[config.mk]
export PLATFORM = sky130hd
export DESIGN_NAME = timer_core_param_flat
export DESIGN_NICKNAME = d
export VERILOG_FILES = /design/src/rtl/timer_core_param_pkg.sv /design/src/rtl/timer_core_param_if.sv /design/src/rtl/timer_core_param_mod_counter.sv /design/src/rtl/timer_core_param.sv /design/src/flat_wrapper.sv
export SDC_FILE = /design/constraint.sdc
export NUM_CORES = 1
export LEC_CHECK = 0
export BUFFER_PORTS_ARGS = -buffer_cell sky130_fd_sc_hd__buf_2
export CAP_MARGIN = 10
export CORE_MARGIN = 5
export CORE_UTILIZATION = 40
export DETAILED_ROUTE_END_ITERATION = 6
export PLACE_DENSITY_LB_ADDON = 0.08
export REMOVE_ABC_BUFFERS = 1
export SLEW_MARGIN = 15
export SYNTH_ARGS = -nofsm -noshare
export SYNTH_HDL_FRONTEND = slang
export SYNTH_SLANG_ARGS = --single-unit
[constraint.sdc]
create_clock -name clk -period 3.7 [get_ports clk]
set_input_delay 0.925 -clock clk [delete_from_list [all_inputs] [get_ports clk]]
set_output_delay 0.925 -clock clk [all_outputs]
set_load 0.02 [all_outputs]
[src/rtl/timer_core_param_pkg.sv]
// Shared types and default radix constants for the two-mode timer core.
package timer_pkg;

  typedef enum logic [1:0] {
    IDLE,
    RUN,
    PAUSE,
    DONE
  } state_e;

  typedef enum logic {
    MODE_UP   = 1'b0,
    MODE_DOWN = 1'b1
  } mode_e;

  localparam int DEF_DIGIT_W   = 8;
  localparam int DEF_LSB_MOD_A = 100;
  localparam int DEF_LSB_MOD_B = 60;
  localparam int DEF_MSB_MAX_A = 99;
  localparam int DEF_PRESET_W  = 3;

endpackage

[src/rtl/timer_core_param_if.sv]
// Control/display bundle between the tick front end, the timer core and the
// display path. The timer core takes the slave side.
interface timer_core_param_if #(
  parameter int DIGIT_W  = 8,
  parameter int PRESET_W = 3
);
  logic                tick;
  logic                start_stop;
  logic                mode_sel;
  logic [PRESET_W-1:0] preset;
  logic                lap;
  logic [DIGIT_W-1:0]  lsb_out;
  logic [DIGIT_W-1:0]  msb_out;
  logic [DIGIT_W-1:0]  lap_lsb;
  logic [DIGIT_W-1:0]  lap_msb;
  logic                lap_valid;
  logic                running;
  logic                done;

  modport master (
    output tick, start_stop, mode_sel, preset, lap,
    input  lsb_out, msb_out, lap_lsb, lap_msb, lap_valid, running, done
  );

  modport slave (
    input  tick, start_stop, mode_sel, preset, lap,
    output lsb_out, msb_out, lap_lsb, lap_msb, lap_valid, running, done
  );
endinterface

[src/rtl/timer_core_param_mod_counter.sv]
// One modular counter field: up (wrap max->0) or down (borrow 0->max),
// synchronous load with priority over enable. carry_out flags wrap/borrow.
module mod_counter #(
  parameter int WIDTH = 8
) (
  input  logic             clk,
  input  logic             load,
  input  logic [WIDTH-1:0] load_val,
  input  logic             en,
  input  logic             up,
  input  logic [WIDTH-1:0] max_val,
  output logic [WIDTH-1:0] count,
  output logic [WIDTH-1:0] count_next,
  output logic             carry_out
);

  // Next-value selection; exposed so the parent can detect the terminal value
  // in the same cycle the counter reaches it.
  always_comb begin
    count_next = count;
    carry_out  = 1'b0;
    if (load) begin
      count_next = load_val;
    end else if (en) begin
      if (up) begin
        if (count == max_val) begin
          count_next = '0;
          carry_out  = 1'b1;
        end else begin
          count_next = count + 1'b1;
        end
      end else begin
        if (count == '0) begin
          count_next = max_val;
          carry_out  = 1'b1;
        end else begin
          count_next = count - 1'b1;
        end
      end
    end
  end

  // Field register.
  always_ff @(posedge clk) begin
    count <= count_next;
  end

endmodule

[src/rtl/timer_core_param.sv]
// Two-mode timer core: count-up stopwatch (mode A) and preset count-down
// timer (mode B), advanced by an external tick strobe.
// Optional split-time capture is built when TIMER_LAP_EN is defined.
module timer_core_param
  import timer_pkg::*;
#(
  parameter int DIGIT_W   = DEF_DIGIT_W,
  parameter int LSB_MOD_A = DEF_LSB_MOD_A,
  parameter int LSB_MOD_B = DEF_LSB_MOD_B,
  parameter int MSB_MAX_A = DEF_MSB_MAX_A,
  parameter int PRESET_W  = DEF_PRESET_W
) (
  input logic               clk,
  input logic               rst_n,
  timer_core_param_if.slave bus
);

  localparam logic [DIGIT_W-1:0] LSB_MAX_A = DIGIT_W'(LSB_MOD_A - 1);
  localparam logic [DIGIT_W-1:0] LSB_MAX_B = DIGIT_W'(LSB_MOD_B - 1);
  localparam logic [DIGIT_W-1:0] MSB_TERM  = DIGIT_W'(MSB_MAX_A);

  state_e              state;
  mode_e               mode_q;
  logic [PRESET_W-1:0] preset_q;
  logic                running_q;
  logic                done_q;

  logic                cfg_chg;
  logic                load;
  logic                cnt_en;
  logic                count_up;
  logic                term_hit;
  logic [DIGIT_W-1:0]  lsb_init;
  logic [DIGIT_W-1:0]  msb_init;
  logic [DIGIT_W-1:0]  lsb_max;
  logic [DIGIT_W-1:0]  msb_max;
  logic [DIGIT_W-1:0]  lsb_cnt;
  logic [DIGIT_W-1:0]  msb_cnt;
  logic [DIGIT_W-1:0]  lsb_next;
  logic [DIGIT_W-1:0]  msb_next;
  logic                lsb_carry;
  logic                msb_carry;

  // Configuration tracking, reload and count-enable qualification.
  always_comb begin
    cfg_chg  = (mode_e'(bus.mode_sel) != mode_q) || (bus.preset != preset_q);
    // Reload always targets the live inputs: on reset/config change they are
    // the new configuration, on restart from DONE they equal the copies.
    lsb_init = '0;
    msb_init = bus.mode_sel ? (DIGIT_W'(bus.preset) + DIGIT_W'(1)) : '0;
    load     = !rst_n || cfg_chg || (state == DONE && bus.start_stop);
    cnt_en   = rst_n && !cfg_chg && (state == RUN) && bus.tick;
    count_up = (mode_q == MODE_UP);
    lsb_max  = count_up ? LSB_MAX_A : LSB_MAX_B;
    msb_max  = count_up ? MSB_TERM : '1;
  end

  mod_counter #(.WIDTH(DIGIT_W)) u_lsb (
    .clk       (clk),
    .load      (load),
    .load_val  (lsb_init),
    .en        (cnt_en),
    .up        (count_up),
    .max_val   (lsb_max),
    .count     (lsb_cnt),
    .count_next(lsb_next),
    .carry_out (lsb_carry)
  );

  mod_counter #(.WIDTH(DIGIT_W)) u_msb (
    .clk       (clk),
    .load      (load),
    .load_val  (msb_init),
    .en        (cnt_en && lsb_carry),
    .up        (count_up),
    .max_val   (msb_max),
    .count     (msb_cnt),
    .count_next(msb_next),
    .carry_out (msb_carry)
  );

  // Terminal is judged on the post-tick value so done rises with it; an MSB
  // wrap/borrow can only mean the terminal was crossed, so it also stops.
  always_comb begin
    term_hit = 1'b0;
    if (cnt_en) begin
      if (count_up) begin
        term_hit = (lsb_next == LSB_MAX_A) && (msb_next == MSB_TERM);
      end else begin
        term_hit = (lsb_next == '0) && (msb_next == '0);
      end
      term_hit = term_hit || msb_carry;
    end
  end

  // Run-control FSM with registered running/done; reset and config change
  // share one path because their effect on this state is identical.
  always_ff @(posedge clk) begin
    if (!rst_n || cfg_chg) begin
      state     <= IDLE;
      mode_q    <= mode_e'(bus.mode_sel);
      preset_q  <= bus.preset;
      running_q <= 1'b0;
      done_q    <= 1'b0;
    end else begin
      case (state)
        IDLE: begin
          if (bus.start_stop) begin
            state     <= RUN;
            running_q <= 1'b1;
          end
        end
        RUN: begin
          if (term_hit) begin
            state     <= DONE;
            running_q <= 1'b0;
            done_q    <= 1'b1;
          end else if (bus.start_stop) begin
            state     <= PAUSE;
            running_q <= 1'b0;
          end
        end
        PAUSE: begin
          if (bus.start_stop) begin
            state     <= RUN;
            running_q <= 1'b1;
          end
        end
        DONE: begin
          if (bus.start_stop) begin
            state     <= RUN;
            running_q <= 1'b1;
            done_q    <= 1'b0;
          end
        end
        default: begin
          state     <= IDLE;
          running_q <= 1'b0;
          done_q    <= 1'b0;
        end
      endcase
    end
  end

  assign bus.lsb_out = lsb_cnt;
  assign bus.msb_out = msb_cnt;
  assign bus.running = running_q;
  assign bus.done    = done_q;

`ifdef TIMER_LAP_EN
  logic [DIGIT_W-1:0] lap_lsb_q;
  logic [DIGIT_W-1:0] lap_msb_q;
  logic               lap_valid_q;

  // Split capture of the pre-edge display; a config change only drops the
  // valid flag, the held fields are cleared by reset alone.
  always_ff @(posedge clk) begin
    if (!rst_n) begin
      lap_lsb_q   <= '0;
      lap_msb_q   <= '0;
      lap_valid_q <= 1'b0;
    end else if (cfg_chg) begin
      lap_valid_q <= 1'b0;
    end else if (bus.lap && (state == RUN || state == PAUSE)) begin
      lap_lsb_q   <= lsb_cnt;
      lap_msb_q   <= msb_cnt;
      lap_valid_q <= 1'b1;
    end
  end

  assign bus.lap_lsb   = lap_lsb_q;
  assign bus.lap_msb   = lap_msb_q;
  assign bus.lap_valid = lap_valid_q;
`else
  assign bus.lap_lsb   = '0;
  assign bus.lap_msb   = '0;
  assign bus.lap_valid = 1'b0;
`endif

endmodule

[src/flat_wrapper.sv]
// flat-port wrapper written by rule: the top's interface ports become plain ports
module timer_core_param_flat import timer_pkg::*;
#(
  parameter int DIGIT_W   = DEF_DIGIT_W,
  parameter int LSB_MOD_A = DEF_LSB_MOD_A,
  parameter int LSB_MOD_B = DEF_LSB_MOD_B,
  parameter int MSB_MAX_A = DEF_MSB_MAX_A,
  parameter int PRESET_W  = DEF_PRESET_W
)
  (clk, rst_n, bus_tick, bus_start_stop, bus_mode_sel, bus_preset, bus_lap, bus_lsb_out, bus_msb_out, bus_lap_lsb, bus_lap_msb, bus_lap_valid, bus_running, bus_done);
  timer_core_param_if #(.DIGIT_W(DIGIT_W), .PRESET_W(PRESET_W)) bus_i ();
  input logic clk;
  input logic rst_n;
  input wire logic [$bits(bus_i.tick)-1:0] bus_tick;
  input wire logic [$bits(bus_i.start_stop)-1:0] bus_start_stop;
  input wire logic [$bits(bus_i.mode_sel)-1:0] bus_mode_sel;
  input wire logic [$bits(bus_i.preset)-1:0] bus_preset;
  input wire logic [$bits(bus_i.lap)-1:0] bus_lap;
  output wire logic [$bits(bus_i.lsb_out)-1:0] bus_lsb_out;
  output wire logic [$bits(bus_i.msb_out)-1:0] bus_msb_out;
  output wire logic [$bits(bus_i.lap_lsb)-1:0] bus_lap_lsb;
  output wire logic [$bits(bus_i.lap_msb)-1:0] bus_lap_msb;
  output wire logic [$bits(bus_i.lap_valid)-1:0] bus_lap_valid;
  output wire logic [$bits(bus_i.running)-1:0] bus_running;
  output wire logic [$bits(bus_i.done)-1:0] bus_done;
  assign bus_i.tick = bus_tick;
  assign bus_i.start_stop = bus_start_stop;
  assign bus_i.mode_sel = bus_mode_sel;
  assign bus_i.preset = bus_preset;
  assign bus_i.lap = bus_lap;
  assign bus_lsb_out = bus_i.lsb_out;
  assign bus_msb_out = bus_i.msb_out;
  assign bus_lap_lsb = bus_i.lap_lsb;
  assign bus_lap_msb = bus_i.lap_msb;
  assign bus_lap_valid = bus_i.lap_valid;
  assign bus_running = bus_i.running;
  assign bus_done = bus_i.done;
  timer_core_param #(.DIGIT_W(DIGIT_W), .LSB_MOD_A(LSB_MOD_A), .LSB_MOD_B(LSB_MOD_B), .MSB_MAX_A(MSB_MAX_A), .PRESET_W(PRESET_W)) u_core (.clk(clk), .rst_n(rst_n), .bus(bus_i));
endmodule
==> impl_table.tex, run 1 <==
\begin{tabular}{lr}
\hline
Metric & Value \\
\hline
\multicolumn{2}{l}{\textbf{Synthesis}} \\
Mux contribution to synthesized area & 1.90\% \\
Most used flip-flop cell after synthesis & dfxtp\_1 \\
Synthesized-area fraction occupied by ao, oa, aoi and oai cells & 24.1\% \\
Arithmetic-cell share of the synthesized area counting full adders, half adders and majority gates & 3.45\% \\
Sequential share of the synthesized area & 23.9\% \\
Top cell type by total area after synthesis & dfxtp\_1 \\
Fraction of registers with async set or reset after synthesis & 0\% \\
Combinational family with the most area after synthesis & simple AND/OR/NAND/NOR gates \\
Synthesized area & 2180 sq um \\
Synth Area in XOR/XNOR & 3.22\% \\
Number of distinct library cells after synthesis & 68 \\
Per-instance average area after synthesis & 7.59 sq um \\
Yosys top cell area share & 18.4\% \\
Number of enable flip-flop cells after synthesis & 4 \\
Synthesis Warnings & 0 \\
Synth Instances & 287 \\
Top area cells in the synthesized netlist & dfxtp\_1 18\%, buf\_4 5.9\%, edfxtp\_1 5.5\% \\
Synth Register Bits & 24 \\
Simple-gate share of the synthesized area & 31.1\% \\
\multicolumn{2}{l}{\textbf{Drt}} \\
Routed wire length per instance & 15.1 microns \\
Total via count in the routed design & 2102 \\
Post-DR vias/cell & 5.55 \\
Remaining routing DRC violations & 0 \\
Antenna Nets Post-Route & 0 \\
Count of TritonRoute iterations in the first routing pass & 4 \\
Detailed router's first-iteration violation count & 107 \\
Total detailed-routing wirelength & 5.71 mm \\
\multicolumn{2}{l}{\textbf{Hold path}} \\
Hold Path Depth & 2 \\
Tightest Hold Check Type & reg2reg \\
Hold worst-path end & u\_core.bus.running\$\_SDFFE\_PP0P\_ \\
Launch point of the worst hold path & u\_core.bus.running\$\_SDFFE\_PP0P\_ \\
\multicolumn{2}{l}{\textbf{Die}} \\
Core footprint & 5200 sq um \\
Io pins & 44 \\
Standard-cell row count & 26 \\
Horizontal extent of the die & 83.8 microns \\
Die area & 7020 sq um \\
Height of the die & 83.8 microns \\
Effective utilization at floorplan & 41.9\% \\
\multicolumn{2}{l}{\textbf{Worst setup path}} \\
Worst endpoint data arrival time & 3.64 ns \\
Setup slack on the worst flop-to-flop path & 0.26 ns \\
Endpoint kind of the worst setup timing path & flop \\
Startpoint type of the worst setup path & flop \\
Endpoint required time on the critical path & 3.90 ns \\
Setup CP Type & reg2reg \\
End of the worst register-to-register path & u\_core.state[1]\$\_SDFFE\_PP0P\_ \\
Maximum fanout count along the critical path & 8 \\
Worst R2R Path Depth & 11 \\
Origin of the critical flop-to-flop path & u\_core.u\_lsb.count[1]\$\_DFF\_P\_ \\
\multicolumn{2}{l}{\textbf{Global routing}} \\
Gr ovfl total & 0 \\
Antenna violations before repair & 0 \\
Pin count of the biggest net entering global routing & 15 \\
Vias in the first global route & 1924 \\
Combined global-route utilization of all metal layers & 16.1\% \\
First-pass GRT wire length & 9.54 mm \\
\multicolumn{2}{l}{\textbf{Clock network}} \\
CTS max path bufs & 2 \\
Buffer cell driving the clock tree root & clkbuf\_8 \\
Setup bufs post-CTS & 0 \\
Hold buffers post-CTS & 0 \\
Clock-pin transition on the worst setup and hold timing paths & 0.09 ns \\
Total CTS buffers & 3 \\
H-tree lvl count & 1 \\
Clock tree from TritonCTS & done \\
Clock latency at the later pin of the worst-skew pair & 0.28 ns \\
Number of gates resized after cts & 0 \\
Clock Sink Count & 24 \\
\multicolumn{2}{l}{\textbf{Power and ir drop}} \\
Power Density & 269 nW/um\^{}2 \\
Highest ir drop seen on vdd & 0.164 mV \\
Leak Pwr & 0.993 nW \\
\multicolumn{2}{l}{\textbf{Placed design}} \\
Post-placement worst setup slack & 0.149 ns \\
Placer congestion estimate & 0.863 \\
Inst Count DP & 375 \\
Half-perimeter wire length after placement & 4.34 mm \\
Count of port buffers added during placement & 25 \\
\multicolumn{2}{l}{\textbf{Cells and area}} \\
Number of cells in the finished layout apart from fillers & 379 \\
Ratio of cells with drive above 1 in the final layout & 18.4\% \\
Most common cell after layout, fill and taps aside & buf\_2 \\
Antenna fix cells & 0 \\
Layout net count & 325 \\
Util after Layout & 46.5\% \\
Total area of sequential cells & 520 sq um \\
Total area of multi-input combinational cells & 1450 sq um \\
Layout-stage area growth over the synthesis result & 11.1\% \\
Filler Cells Inserted & 543 \\
Most frequent cells in the layout & 25 x buf\_2, 24 x nor2\_1, 20 x dfxtp\_1 \\
\multicolumn{2}{l}{\textbf{STA}} \\
Final cycle utilization of the critical path & 93.0\% \\
Slew at the pin with the worst max-slew slack & 0.608 ns \\
Final worst path period need & 3.44 ns \\
Max Clock Freq & 291 MHz \\
Final Slew Violations & 0 \\
Final setup violation count & 0 \\
Slew HR & 59.1\% \\
Final worst slack & 0.258 ns \\
Setup repair after global routing missed its margin & false \\
Total negative slack & 0 ns \\
Count of endpoints failing hold in the final timing report & 0 \\
Post-Route Skew & 0.0110 ns \\
\multicolumn{2}{l}{\textbf{Status}} \\
Result of the run & completed \\
\multicolumn{2}{l}{\textbf{Run}} \\
Number of max-capacitance violations reported & 0 \\
\hline
\end{tabular}
-- power breakdown --
group	internal (mW)	total, mW	leakage (nW)	switching [mW]
Clock	0.145	0.243	0.0357	0.0981
Sequential	0.272	0.284	0.204	0.0117
Combinational	0.0448	0.124	0.753	0.0794
Total	0.462	0.651	0.993	0.189
-- worst max path at each step --
stage	startpoint	endpoint	slack [ns]	cells past startpoint
after floorplan	u_core.mode_q$_DFFE_PP_	u_core.bus.running$_SDFFE_PP0P_	0.47	9
after global placement	bus_mode_sel	u_core.state[1]$_SDFFE_PP0P_	0.15	10
after detailed placement	bus_mode_sel	u_core.state[1]$_SDFFE_PP0P_	0.15	10
after CTS	u_core.u_lsb.count[1]$_DFF_P_	u_core.state[1]$_SDFFE_PP0P_	0.28	11
after global routing	u_core.u_lsb.count[1]$_DFF_P_	u_core.state[1]$_SDFFE_PP0P_	0.06	11
final	u_core.u_lsb.count[1]$_DFF_P_	u_core.state[1]$_SDFFE_PP0P_	0.26	11
-- sequential cells by signal (all words and copies together) (netlist names) --
signal              cells
u_core.preset_q         3
u_core.u_msb.count      8
u_core.u_lsb.count      8
u_core.bus.running      1
u_core.bus.done         1
u_core.state            2
u_core.mode_q           1
-- area by class of cell --
type,instances,area share [%]
Clock buffer,3,1.71
Clock inverter,1,1.24
Inverter,11,1.71
Multi-Input combinational cell,229,60.1
Sequential cell,24,21.5
Tap cell,70,3.62
Timing Repair Buffer,41,10.1
-- metal layers --
layer  vias up  GRT usage, %  part of all wire (%)
met1       986          23.0                    50
met5         -             0                     0
li1       1066             -                     -
met3         2          3.16                   4.1
met4         0          3.22                  0.39
met2        48          25.2                    46
-- logic make-up (layout without fill, tap and decap cells) --
kind of cell | count (synthesis) | after routing
fa+ha+maj | 6 | 6
other cells | 1 | 17
mux | 4 | 4
buf+inv | 50 | 56
compound gates | 76 | 76
xor+xnor | 8 | 8
flops | 24 | 24
simple gates | 118 | 118
-- through the flow --
stage | instance area, sq um | total power, mW | hold slack (ns)
floorplan | 2020 | 0.373 | 0.570
global placement | 2350 | 0.413 | 0.487
detailed placement | 2350 | 0.413 | 0.492
CTS | 2420 | 0.656 | 0.515
global route | 2420 | 0.681 | 0.569
finish | 2420 | 0.651 | 0.513
-- Yosys cell counts (4+ instances only) --
master    number
nor2_1        24
dfxtp_1       20
a21oi_1       19
nand2_1       18
buf_4         17
clkbuf_1      16
nand3_1       14
nor3_1        14
inv_1         11
o21ai_0       11
a31oi_1        6
ha_1           6
a211oi_1       5
o211ai_1       5
or4_1          5
xor2_1         5
and3_1         4
edfxtp_1       4
nand2b_1       4
or3_1          4
-- worst max-delay path: stages (launching register included) --
cell,delay [ns]
dfxtp_1,0.39
inv_1,0.13
ha_1,0.25
nor4bb_1,0.39
o211a_2,0.32
o211a_1,0.21
o31ai_2,0.08
or4_1,0.53
or4b_1,0.50
mux2i_1,0.25
a311oi_1,0.14
nor3_1,0.17
Power figures use the tool's default switching activity.
==> run 2, diff against run 1 <==
--- a/config.mk
+++ b/config.mk
@@ -9,6 +9,7 @@
 export CAP_MARGIN = 10
 export CORE_MARGIN = 5
 export CORE_UTILIZATION = 40
+export CTS_BUF_LIST = sky130_fd_sc_hd__clkbuf_16
 export DETAILED_ROUTE_END_ITERATION = 6
 export PLACE_DENSITY_LB_ADDON = 0.08
 export REMOVE_ABC_BUFFERS = 1
==> constraint.sdc (replaced) <==
create_clock -name clk -period 3.7 [get_ports clk]
set_input_delay 0.37 -clock clk [delete_from_list [all_inputs] [get_ports clk]]
set_output_delay 0.37 -clock clk [all_outputs]
set_load 0.02 [all_outputs]
==> run 2 against run 1 <==
Effect of this change: flip-flop and latch count unchanged; register-to-register slack better by 0.05 ns; critical endpoint unchanged; die area did not move; highest routed layer unchanged; via count increased by 0.14%.
==> impl_table.tex, run 2 (synthesis gave the netlist of run 1 again) <==
\begin{tabular}{lr}
\hline
Metric & Value \\
\hline
\multicolumn{2}{l}{\textbf{STA}} \\
Setup repair after global routing missed its margin & false \\
Final worst path period need & 3.39 ns \\
Slew HR & 55.7\% \\
Total negative slack & 0 ns \\
Final setup violation count & 0 \\
Final cycle utilization of the critical path & 91.6\% \\
Count of endpoints failing hold in the final timing report & 0 \\
Max Clock Freq & 295 MHz \\
Final worst slack & 0.311 ns \\
Slew at the pin with the worst max-slew slack & 0.662 ns \\
Final Slew Violations & 0 \\
Post-Route Skew & 0.00767 ns \\
Worst Hold Margin & 0.349 ns \\
\multicolumn{2}{l}{\textbf{Global routing}} \\
Vias in the first global route & 1977 \\
Gr ovfl total & 0 \\
Antenna violations before repair & 0 \\
First-pass GRT wire length & 9.70 mm \\
Pin count of the biggest net entering global routing & 18 \\
Combined global-route utilization of all metal layers & 16.5\% \\
\multicolumn{2}{l}{\textbf{Worst setup path}} \\
Startpoint type of the worst setup path & flop \\
Buffers plus inverters on the worst setup path & 1 \\
Setup CP Type & reg2reg \\
Endpoint required time on the critical path & 3.89 ns \\
Worst endpoint data arrival time & 3.58 ns \\
Crit-path leading delay family & simple AND/OR/NAND/NOR gates \\
CP Cell Sequence & inv\_1, ha\_1, nor4b\_1, a31oi\_1, a21oi\_1, o311a\_1, or4\_1, or4b\_1, mux2i\_2, a311oi\_1, nor3\_1 \\
Maximum cell stage delay along the critical path & 0.53 ns \\
Maximum fanout count along the critical path & 9 \\
Endpoint kind of the worst setup timing path & flop \\
Critical path's slowest cell & or4b\_1 \\
\multicolumn{2}{l}{\textbf{Drt}} \\
Total via count in the routed design & 2105 \\
Total detailed-routing wirelength & 5.63 mm \\
Antenna Nets Post-Route & 0 \\
Remaining routing DRC violations & 0 \\
Count of TritonRoute iterations in the first routing pass & 4 \\
Routed wire length per instance & 15.0 microns \\
Post-DR vias/cell & 5.60 \\
Detailed router's first-iteration violation count & 118 \\
\multicolumn{2}{l}{\textbf{Clock network}} \\
Number of gates resized after cts & 0 \\
CTS max path bufs & 2 \\
Setup bufs post-CTS & 0 \\
Buffer cell driving the clock tree root & clkbuf\_16 \\
Clock tree from TritonCTS & done \\
Clock latency at the later pin of the worst-skew pair & 0.26 ns \\
Hold buffers post-CTS & 0 \\
Clock Sink Count & 24 \\
Clock-pin transition on the worst setup and hold timing paths & 0.07 ns \\
Total CTS buffers & 3 \\
H-tree lvl count & 1 \\
\multicolumn{2}{l}{\textbf{Placed design}} \\
Placer congestion estimate & 0.856 \\
Post-placement worst setup slack & 0.241 ns \\
Count of port buffers added during placement & 25 \\
Half-perimeter wire length after placement & 4.20 mm \\
\multicolumn{2}{l}{\textbf{Die}} \\
Effective utilization at floorplan & 41.9\% \\
Core footprint & 5200 sq um \\
Io pins & 44 \\
Die area & 7020 sq um \\
Horizontal extent of the die & 83.8 microns \\
Standard-cell row count & 26 \\
Height of the die & 83.8 microns \\
\multicolumn{2}{l}{\textbf{Cells and area}} \\
Total area of multi-input combinational cells & 1480 sq um \\
Antenna fix cells & 0 \\
Most common cell after layout, fill and taps aside & buf\_2 \\
Layout-stage area growth over the synthesis result & 12.8\% \\
Ratio of cells with drive above 1 in the final layout & 18.3\% \\
Total area of sequential cells & 520 sq um \\
Filler Cells Inserted & 529 \\
Largest regs & u\_core.u\_lsb.count x8, u\_core.u\_msb.count x8, u\_core.preset\_q x3 \\
Most frequent cells in the layout & 25 x buf\_2, 24 x nor2\_1, 20 x dfxtp\_1 \\
Layout net count & 322 \\
\multicolumn{2}{l}{\textbf{Power and ir drop}} \\
Leak Pwr & 1.00 nW \\
Power Density & 294 nW/um\^{}2 \\
Highest ir drop seen on vdd & 0.157 mV \\
\multicolumn{2}{l}{\textbf{Status}} \\
Result of the run & completed \\
\multicolumn{2}{l}{\textbf{Hold path}} \\
Tightest Hold Check Type & in2reg \\
\multicolumn{2}{l}{\textbf{Run}} \\
Number of max-capacitance violations reported & 0 \\
\hline
\end{tabular}
-- run 2: path summary, 6_finish.rpt --
| path | from | to | slack (ns) | depth (start not counted) |
|---|---|---|---|---|
| setup / recovery | u_core.u_lsb.count[0]$_DFF_P_ | u_core.state[1]$_SDFFE_PP0P_ | 0.31 | 11 |
| hold / removal | bus_preset[1] | u_core.preset_q[1]$_DFFE_PP_ | 0.35 | 1 |
| setup reg to reg | u_core.u_lsb.count[0]$_DFF_P_ | u_core.state[1]$_SDFFE_PP0P_ | 0.31 | 11 |
| hold reg to reg | u_core.bus.running$_SDFFE_PP0P_ | u_core.bus.running$_SDFFE_PP0P_ | 0.50 | 2 |
-- run 2: layout make-up --
type	instances	area share (%)
Inverter	11	1.68
Sequential cell	24	21.2
Tap cell	70	3.56
Clock inverter	1	1.22
Clock buffer	3	3.05
Multi-Input combinational cell	229	60.2
Timing Repair Buffer	38	9.06
-- run 2: stage by stage --
| step | cells | total power [mW] | instance area (sq um) | util (%) |
|---|---|---|---|---|
| 2_1_floorplan | 264 | 0.373 | 2020 | - |
| 4_1_cts | 376 | 0.728 | 2430 | 46.7 |
| 6_report | 376 | 0.724 | 2460 | 47.2 |
| 5_1_grt | 376 | 0.760 | 2460 | 47.2 |
| 3_5_place_dp | 372 | 0.414 | 2330 | 44.7 |
| 3_3_place_gp | 372 | 0.415 | 2330 | 44.7 |
-- run 2: per-layer routing --
metal | GRT usage [%] | vias up | wire (microns)
met3 | 2.76 | 5 | 278
met5 | 0 | - | 0
li1 | - | 1063 | -
met4 | 4.97 | 0 | 48
met2 | 24.4 | 56 | 2490
met1 | 24.2 | 981 | 2810
-- run 2: report_power, final --
part           leakage, nW  switching (mW)  internal, mW
combinational        0.746          0.0840        0.0470
sequential           0.204         0.00821         0.273
clock               0.0511          0.0967         0.215
==> run 3, diff against run 2 <==
--- a/config.mk
+++ b/config.mk
@@ -12,6 +12,7 @@
 export CTS_BUF_LIST = sky130_fd_sc_hd__clkbuf_16
 export DETAILED_ROUTE_END_ITERATION = 6
 export PLACE_DENSITY_LB_ADDON = 0.08
+export RECOVER_POWER = 50
 export REMOVE_ABC_BUFFERS = 1
 export SLEW_MARGIN = 15
 export SYNTH_ARGS = -nofsm -noshare
==> run 3 against run 2 <==
Effect of this change: global-route usage unchanged; worst hold slack improved by 0.073 ns; die area is the same; critical path depth stayed put; clock power hardly changed; routed wire length decreased by 0.12%; first-iteration DRC count grew 3.4%; largest power group unchanged; clock-buffer cell count stayed put; core utilization fell by 0.72 points.
==> impl_table.tex, run 3 (synthesis gave the netlist of run 1 again) <==
\begin{tabular}{lr}
\hline
Metric & Value \\
\hline
\multicolumn{2}{l}{\textbf{Cells and area}} \\
Cell area after layout & 2420 sq um \\
Ratio of cells with drive above 1 in the final layout & 10.8\% \\
Util after Layout & 46.5\% \\
Most frequent cells in the layout & 24 x nor2\_1, 22 x clkbuf\_1, 20 x dfxtp\_1 \\
Antenna fix cells & 0 \\
Layout-stage area growth over the synthesis result & 11.1\% \\
Layout net count & 322 \\
Largest regs & u\_core.u\_lsb.count x8, u\_core.u\_msb.count x8, u\_core.preset\_q x3 \\
Filler Cells Inserted & 539 \\
Most common cell after layout, fill and taps aside & nor2\_1 \\
\multicolumn{2}{l}{\textbf{Worst setup path}} \\
Maximum fanout count along the critical path & 9 \\
Startpoint type of the worst setup path & flop \\
Worst R2R Path Depth & 11 \\
CP Cell Sequence & inv\_1, ha\_1, nor4b\_1, a31oi\_1, a21oi\_1, o311a\_1, or4\_1, or4b\_1, mux2i\_2, a311oi\_1, nor3\_1 \\
Worst endpoint data arrival time & 3.58 ns \\
Crit-path leading delay family & simple AND/OR/NAND/NOR gates \\
Critical path's slowest cell & or4b\_1 \\
Maximum cell stage delay along the critical path & 0.53 ns \\
Setup CP Type & reg2reg \\
Path length in cells of the critical path & 11 \\
Endpoint kind of the worst setup timing path & flop \\
Endpoint required time on the critical path & 3.89 ns \\
Buffers plus inverters on the worst setup path & 1 \\
\multicolumn{2}{l}{\textbf{Drt}} \\
Total via count in the routed design & 2103 \\
Post-Route M1 WL & 2.81 mm \\
Count of TritonRoute iterations in the first routing pass & 4 \\
Routed wire length per instance & 14.9 microns \\
Remaining routing DRC violations & 0 \\
Detailed router's first-iteration violation count & 122 \\
Total detailed-routing wirelength & 5.62 mm \\
Antenna Nets Post-Route & 0 \\
Met3 WL post-DR & 295 microns \\
Highest routed metal layer & met4 \\
Post-DR vias/cell & 5.59 \\
Metal2 WL & 2.45 mm \\
\multicolumn{2}{l}{\textbf{Power and ir drop}} \\
Reg power frac & 38.9\% \\
Power Density & 298 nW/um\^{}2 \\
Cell-internal power & 0.532 mW \\
Switching component of the power & 0.189 mW \\
Leak Pwr & 0.912 nW \\
Switching share of power & 26.2\% \\
Clock group share of total power & 43.3\% \\
Combinational Power Share & 17.8\% \\
Highest ir drop seen on vdd & 0.158 mV \\
\multicolumn{2}{l}{\textbf{Clock network}} \\
H-tree lvl count & 1 \\
Hold buffers post-CTS & 0 \\
Clock tree from TritonCTS & done \\
CTS max path bufs & 2 \\
Total CTS buffers & 3 \\
Clock-pin transition on the worst setup and hold timing paths & 0.07 ns \\
Setup bufs post-CTS & 0 \\
Clock latency at the later pin of the worst-skew pair & 0.26 ns \\
Number of gates resized after cts & 0 \\
Buffer cell driving the clock tree root & clkbuf\_16 \\
Clock Sink Count & 24 \\
\multicolumn{2}{l}{\textbf{STA}} \\
Final worst slack & 0.311 ns \\
Final Slew Violations & 0 \\
Final cycle utilization of the critical path & 91.6\% \\
Final setup violation count & 0 \\
Final worst path period need & 3.39 ns \\
Post-Route Skew & 0.00791 ns \\
Setup repair after global routing missed its margin & false \\
Slew HR & 54.5\% \\
Max Clock Freq & 295 MHz \\
Count of endpoints failing hold in the final timing report & 0 \\
Total negative slack & 0 ns \\
Slew at the pin with the worst max-slew slack & 0.677 ns \\
\multicolumn{2}{l}{\textbf{Hold path}} \\
Hold Path Depth & 1 \\
Tightest Hold Check Type & in2reg \\
\multicolumn{2}{l}{\textbf{Global routing}} \\
Vias in the first global route & 1977 \\
Gr ovfl total & 0 \\
Combined global-route utilization of all metal layers & 16.5\% \\
Pin count of the biggest net entering global routing & 18 \\
Antenna violations before repair & 0 \\
First-pass GRT wire length & 9.70 mm \\
\multicolumn{2}{l}{\textbf{Die}} \\
Io pins & 44 \\
Standard-cell row count & 26 \\
Core footprint & 5200 sq um \\
Horizontal extent of the die & 83.8 microns \\
Effective utilization at floorplan & 41.9\% \\
Die area & 7020 sq um \\
Height of the die & 83.8 microns \\
\multicolumn{2}{l}{\textbf{Placed design}} \\
Half-perimeter wire length after placement & 4.20 mm \\
DP Area & 2330 sq um \\
Post-placement worst setup slack & 0.241 ns \\
Count of port buffers added during placement & 25 \\
Placer congestion estimate & 0.856 \\
\multicolumn{2}{l}{\textbf{Status}} \\
Result of the run & completed \\
\multicolumn{2}{l}{\textbf{Run}} \\
Number of max-capacitance violations reported & 0 \\
\hline
\end{tabular}
==> run 3: cell count changes in the layout (fill, tap and decap cells not counted) <==
cell / delta
clkbuf_1: +22
buf_2: -20
buf_4: -2
nor3_1: +1
nor3_2: -1
==> run 3: path summary, 6_finish.rpt <==
| check | start | to | slack [ns] |
|---|---|---|---|
| setup reg to reg | u_core.u_lsb.count[0]$_DFF_P_ | u_core.state[1]$_SDFFE_PP0P_ | 0.31 |
| hold / removal | bus_preset[1] | u_core.preset_q[1]$_DFFE_PP_ | 0.42 |
| setup / recovery | u_core.u_lsb.count[0]$_DFF_P_ | u_core.state[1]$_SDFFE_PP0P_ | 0.31 |
| hold reg to reg | u_core.bus.running$_SDFFE_PP0P_ | u_core.bus.running$_SDFFE_PP0P_ | 0.50 |
==> run 3: per-layer routing <==
layer / vias to the layer above / GRT usage, %
met5: - / 0
met4: 0 / 4.97
met3: 7 / 2.76
met2: 52 / 24.4
met1: 980 / 24.2
li1: 1064 / -
==> run 3: cell type report <==
cell class,count,area (sq um),share of cell area (%)
clock buffer,3,75.1,3.10
sequential,24,520,21.5
timing repair buffer,38,190,7.86
multi-input combinational,229,1480,61.0
tap,70,87.6,3.62
inverter,11,41.3,1.71
clock inverter,1,30.0,1.24
==> run 3: power by group through the flow <==
stage | combinational [mW] | sequential (mW) | clock, mW
5_1_grt | 0.144 | 0.282 | 0.331
3_3_place_gp | 0.129 | 0.286 | 0
3_5_place_dp | 0.128 | 0.286 | 0
2_1_floorplan | 0.0759 | 0.297 | 0
6_report | 0.128 | 0.281 | 0.313
4_1_cts | 0.129 | 0.280 | 0.319
==> run 3: through the flow <==
step                      hold WS (ns)  power, mW  cells
final                            0.423      0.722    376
after global placement           0.488      0.415    372
after floorplan                  0.469      0.373    264
after global routing             0.430      0.756    376
after detailed placement         0.496      0.414    372
after CTS                        0.345      0.728    376
==> run 3: worst reg2reg max path, stage by stage (launching register included) <==
cell and delay [ns]:
dfxtp_1 0.50, inv_1 0.15, ha_1 0.28, nor4b_1 0.19, a31oi_1 0.20, a21oi_1 0.08
o311a_1 0.33, or4_1 0.52, or4b_1 0.53, mux2i_2 0.23, a311oi_1 0.13, nor3_1 0.17
